[config.mk]
export PLATFORM = sky130hd
export DESIGN_NAME = pe_accumulator
export DESIGN_NICKNAME = d
export VERILOG_FILES = /design/src/rtl/pe_accumulator.sv
export SDC_FILE = /design/constraint.sdc
export NUM_CORES = 1
export LEC_CHECK = 0
export BUFFER_PORTS_ARGS = -buffer_cell sky130_fd_sc_hd__buf_2
export CAP_MARGIN = 15
export CORE_ASPECT_RATIO = 1.75
export CORE_UTILIZATION = 32
export CTS_CLUSTER_SIZE = 25
export DETAILED_ROUTE_END_ITERATION = 6
export GPL_ROUTABILITY_DRIVEN = 0
export GPL_TIMING_DRIVEN = 0
export PLACE_DENSITY = 0.6
export SYNTH_ARGS = -nofsm -noshare
export SYNTH_HDL_FRONTEND = slang
export SYNTH_SLANG_ARGS = --single-unit
[constraint.sdc]
create_clock -name clk -period 3 [get_ports clk]
set_input_delay 0 -clock clk [delete_from_list [all_inputs] [get_ports clk]]
set_output_delay 0 -clock clk [all_outputs]
set_load 0.005 [all_outputs]
[src/rtl/pe_accumulator.sv]
// Dot-product accumulation stage behind the PE multiplier. It sums a programmed
// number of 16-bit products and emits the sum with a one-cycle valid pulse.
module pe_accumulator #(
  parameter int ACC_W = 24,
  parameter int CNT_W = 8
) (
  input  logic             clk,
  input  logic             reset,
  input  logic             start,
  input  logic [CNT_W-1:0] num_terms,
  input  logic [15:0]      prod,
  input  logic             prod_valid,
  output logic [ACC_W-1:0] acc_out,
  output logic             acc_valid,
  output logic             overflow,
  output logic             busy,
  output logic [CNT_W-1:0] terms_left
);

  typedef enum logic [1:0] {
    IDLE,
    ACCUM,
    EMIT
  } state_t;

  localparam logic [CNT_W-1:0] ONE = {{(CNT_W-1){1'b0}}, 1'b1};

  state_t           state;
  logic [ACC_W-1:0] acc;
  logic [ACC_W:0]   sum_ext;

  // The extra top bit of the widened add is the carry that feeds the sticky overflow flag.
  assign sum_ext = {1'b0, acc} + {{(ACC_W-15){1'b0}}, prod};

  always_ff @(posedge clk) begin
    if (reset) begin
      state      <= IDLE;
      acc        <= '0;
      acc_out    <= '0;
      acc_valid  <= 1'b0;
      overflow   <= 1'b0;
      busy       <= 1'b0;
      terms_left <= '0;
    end else begin
      acc_valid <= 1'b0;
      // A start wins in every state: it aborts an ACCUM job or chains on from EMIT.
      if (start) begin
        acc        <= '0;
        overflow   <= 1'b0;
        terms_left <= num_terms;
        busy       <= 1'b1;
        if (num_terms == '0) begin
          acc_out   <= '0;
          acc_valid <= 1'b1;
          state     <= EMIT;
        end else begin
          state <= ACCUM;
        end
      end else begin
        case (state)
          IDLE: begin
            busy <= 1'b0;
          end
          ACCUM: begin
            if (prod_valid) begin
              acc        <= sum_ext[ACC_W-1:0];
              terms_left <= terms_left - ONE;
              if (sum_ext[ACC_W]) begin
                overflow <= 1'b1;
              end
              if (terms_left == ONE) begin
                acc_out   <= sum_ext[ACC_W-1:0];
                acc_valid <= 1'b1;
                state     <= EMIT;
              end
            end
          end
          EMIT: begin
            busy  <= 1'b0;
            state <= IDLE;
          end
          default: begin
            busy  <= 1'b0;
            state <= IDLE;
          end
        endcase
      end
    end
  end

endmodule
## Word-level counts from Yosys, hierarchy flattened

Cells that the tools add are included.

| cells by class | value |
|---|---|
| add/sub/neg operators | 2 |
| reductions and logical operators | 11 |
| equal/unequal tests | 7 |
| muxes and demuxes | 20 |

Operators by type and width:

| operator | count |
|---|---|
| 2-to-1 mux 24 bit | 5 |
| adder 24 x 16 -> 25 bit | 1 |
| 2-to-1 mux 8 bit | 3 |
| equality test 8 x 1 -> 1 bit, second input constant | 1 |
| logical NOT 8 bit | 1 |
| 2-to-1 mux 2 bit | 4 |
| subtractor 8 x 1 -> 8 bit, second input constant | 1 |
| 2-to-1 mux 1 bit | 7 |
| inequality test 3 bit, second input constant | 2 |
| AND reduction 3 bit | 2 |
| nonzero test 2 bit | 3 |
| inequality test 2 bit, second input constant | 2 |
| one-hot mux 2 bit (2 select lines) | 1 |
| AND reduction 2 bit | 2 |
| AND reduction 4 bit | 1 |
| equality test 2 x 1 -> 1 bit, second input constant | 1 |
| logical NOT 2 bit | 1 |
| inequality test 2 x 1 -> 1 bit, second input constant | 1 |
| OR reduction 2 bit | 1 |

| word-level totals | value |
|---|---|
| flip-flop bits (word level) | 61 |
| logic and storage cells | 47 |
| input bits | 28 |

## Longest topological paths before layout

| depth | value |
|---|---|
| depth after elaboration | 5 |
| depth in mapped cells | 10 |

## Least setup slack after synthesis

Ideal clock, no wire load.

| path | value |
|---|---|
| path kind | flip-flop to flip-flop |
| start | reg acc[0] |
| end | reg acc_out[20] |
| path slack | 0.763 ns |
| stages on the path, launching flop included | 11 |
| clock period less this slack | 2.237 ns |
| arrival time | 2.152 ns |
| path buffers | 0 |
| cell sequence | dfxtp_1 ha_1 inv_1 fa_1 nor2b_1 o2111ai_1 a21oi_1 a311oi_1 a211oi_1 xnor2_1 a211oi_1 |

| between the ends | value |
|---|---|
| word-level cells in the longest chain between the ends | 5 |

Ends and longest elaborated chain:

| element | RTL line | RTL |
|---|---|---|
| start: declaration | 29 | `logic [ACC_W-1:0] acc;` |
| start signal: assignment | 66 | `acc <= sum_ext[ACC_W-1:0];` |
| adder 24 x 16 -> 25 bit | 33 | `assign sum_ext = {1'b0, acc} + {{(ACC_W-15){1'b0}}, prod};` |
| 2-to-1 mux 24 bit | 71 | `if (terms_left == ONE) begin` |
| 2-to-1 mux 24 bit | 65 | `if (prod_valid) begin` |
| 2-to-1 mux 24 bit | 60 | `case (state)` |
| 2-to-1 mux 24 bit | 47 | `if (start) begin` |
| end signal: assignment | 72 | `acc_out <= sum_ext[ACC_W-1:0];` |
| end: declaration | 13 | `output logic [ACC_W-1:0] acc_out,` |

Every way passes these cells. The select of a mux whose other input is x is not followed.
A chain may end at the register's enable or synchronous reset.

## Worst setup path in the final report

| path | value |
|---|---|
| start | reg acc[0] |
| end | reg acc_out[22] |

The elaborated chain is that of the path after synthesis.

==> reports/results.ini <==
[detailed_routing]
wirelength_mm=10.0
dr.pass1.iters=4
via_count=3415
wl_per_cell_um=15.3
ant_nets=0
drcViolationCount=0
viasPerCell=5.21
drt_iter0_drc=189

[grt]
grt_max_degree=11
grt_pass1_vias=3420
antenna_found_initial=0
grt_usage_pct=18.9
overflow=0
grt_pass1_wl_mm=16.2

[yosys]
syn_area_per_cell_um2=7.76
synthArstFlopShare_pct=0
synth-main-ff-cell=dfxtp_1
synth_cells=445
synth-edff-count=0
yosysWarnings=0
synth_nets=492
syn-cell-area_um2=3450
ys_seq_area_share_pct=35.4
yosysUniqueCellTypes=50
ys_ff_latch=61

[run]
cap_violations=0

[place]
dpl.hpwl_mm=7.71
post-place-ws_ns=0.176
place_area_um2=3920
portBuffers=61

[sta]
max_freq_ghz=0.378
layout_setup_ws_ns=0.355
setup_viol=0
relSlewSlack_pct=57.1
drv_slew=0
min_period_ns=2.64
min_period_over_period_pct=88.2
setup_tns_ns=0
tightest_slew_ns=0.643
rsz0062_at_grt=false
hold_viol=0
fin_skew_ns=0.00647

[critical_path]
cp.depth=10
worstPathRequired_ns=3.26
cpLargestDelayFamily=compound AO/OA/AOI/OAI gates
worstSetupEndpointType=flip-flop
start_kind=flip-flop
cp_max_fo=4
r2r_cells=10
slowest_delay_ns=0.44
crit_type=reg -> reg
crit_arrival_ns=2.90
crit_buf_inv=1
path_cells=ha_1, inv_1, fa_1, nor2b_1, o2111ai_1, a21oi_1, nor2_1, o221ai_1, o2bb2ai_1, a211oi_2
crit_path_top_delay_cell=o221ai_1

[worst_hold_path]
hold_class=in -> reg
holdPathStages=3

[clock_network]
cts_buffers=9
cts_tree=yes
clk_latency_ns=0.34
cts_htree_levels=3
clkTransAtPathRegs_ns=0.06
ctsRootBufferMaster=clkbuf_16
post-cts-setup-buffer-count=0
cts_buffer_depth=2
clock-sinks=61

[die]
start_util_pct=33.3
dieArea_um2=11200
die_h_um=139
fp-row-count=49
pin_count=63
core_um2=10400
fp.dieW_um=80.5

[layout]
drive_gt1_share_pct=16.4
design_area_um2=4290
diodes=0
layout.nets=571
final_core_util_pct=41.4
fillers=1079
area_growth_pct=24.2

[power]
power.leakage_uw=0.00174
vdd_drop_max_mv=0.367
p_per_area_nw_per_um2=491

[run_status]
status=complete, no violations

## path summary, 6_finish.rpt
kind / startpoint / end / slack, ns
worst max-delay path: acc[0] / acc_out[22] / 0.36
worst min-delay path: num_terms[6] / terms_left[6] / 0.02
worst max register to register: acc[0] / acc_out[22] / 0.36
worst min register to register: acc_out[9] / acc_out[9] / 0.45
## what timing repair did
item,4_1_cts,5_1_grt
endpoints found under the setup margin,0,1
hold buffers,7,0
resized for setup,0,1
hold endpoints to repair,7,0
## through the flow
stage               std cells  total power, µW  hold slack (ns)
floorplan                 445              996            0.143
global placement          633             1070            0.248
detailed placement        633             1070            0.262
CTS                       656             2120           0.0111
global route              656             2200           0.0158
finish                    656             2100           0.0154
## cells in the final DEF, fill, tap and decap left out, drive strengths merged, types with 3 or more instances in the layout
cell         instances
xnor2               17
nor3b                3
nand4               10
nor2b                6
nor2                50
nor3                12
nor4                 3
o21ai               25
ha                  18
buf                 64
a21oi               50
a21o                 8
xor2                10
dfxtp               61
a211oi               9
nand2               56
clkbuf              34
nand3               26
a31oi                3
or4                  6
o21a                 6
inv                  7
dlygate4sd3          7
## worst reg2reg max path, delay by kind of cell (launching register included)
family                     cells  cell delay, ns
adders and majority gates      2            0.57
DFF                            1            0.33
buffers and inverters          1            0.06
AOI/OAI and AO/OA              5            1.33
and+or+nand+nor                2            0.29
## registers in the layout, summed over array words and instances (netlist names)
register and flops:
acc 24, acc_out 24, acc_valid 1, busy 1, overflow 1, state 2, terms_left 8
## final cells by class
cell class / instances / area, µm² / area share (%)
multi-input cells: 352 / 2110 / 49.3
flip-flops and latches: 61 / 1220 / 28.5
repair buffers: 68 / 375 / 8.76
clock buffers: 12 / 246 / 5.75
well taps: 127 / 159 / 3.71
plain buffers: 25 / 96.3 / 2.25
clock inverters: 4 / 47.5 / 1.11
inverters: 7 / 26.3 / 0.613
## logic make-up (layout without fill, tap and decap cells)
| family | count (synthesis) | after routing | synth area share, % |
|---|---|---|---|
| xor+xnor | 27 | 27 | 6.85 |
| flops | 61 | 61 | 35.4 |
| mux | 1 | 1 | 0.290 |
| compound gates | 119 | 119 | 21.2 |
| simple gates | 186 | 186 | 25.7 |
| fa+ha+maj | 19 | 19 | 7.10 |
| buf+inv | 32 | 116 | 3.55 |
## cell usage after synthesis (2+ instances only)
cell	number	area [µm²]
a211oi_1	7	52.6
a211oi_2	2	25.0
a21boi_0	2	15.0
a21o_1	8	60.1
a21oi_1	50	250
a31o_2	2	17.5
a31oi_1	3	18.8
a32o_1	2	20.0
a41oi_1	2	17.5
and3_1	2	12.5
and4_1	2	17.5
buf_2	2	10.0
clkbuf_1	22	82.6
dfxtp_1	61	1220
ha_1	18	225
inv_1	7	26.3
nand2_1	56	210
nand2b_1	2	12.5
nand3_1	26	130
nand3b_1	2	15.0
nand4_1	10	62.6
nor2_1	49	184
nor2b_1	6	37.5
nor3_1	11	55.1
nor3b_1	3	22.5
nor4_1	3	18.8
o2111ai_1	2	17.5
o211ai_1	2	15.0
o21a_1	6	45.0
o21ai_0	22	110
o21ai_1	3	15.0
or2_2	2	12.5
or3_1	2	12.5
or4_1	5	37.5
xnor2_1	17	149
xor2_1	10	87.6
## metal layers
metal | vias up | wire (µm) | GRT usage [%]
li1 | 1744 | - | -
met1 | 1566 | 3930 | 20.2
met2 | 81 | 5360 | 33.5
met3 | 24 | 376 | 3.87
met4 | 0 | 341 | 10.4
met5 | - | 0 | 0
## report_power, final
group	leakage, µW	switching (µW)	internal [µW]
Combinational	0.00111	136	87.6
Sequential	0.000494	14.0	826
Clock	0.000143	378	663
Power figures use the tool's default switching activity.
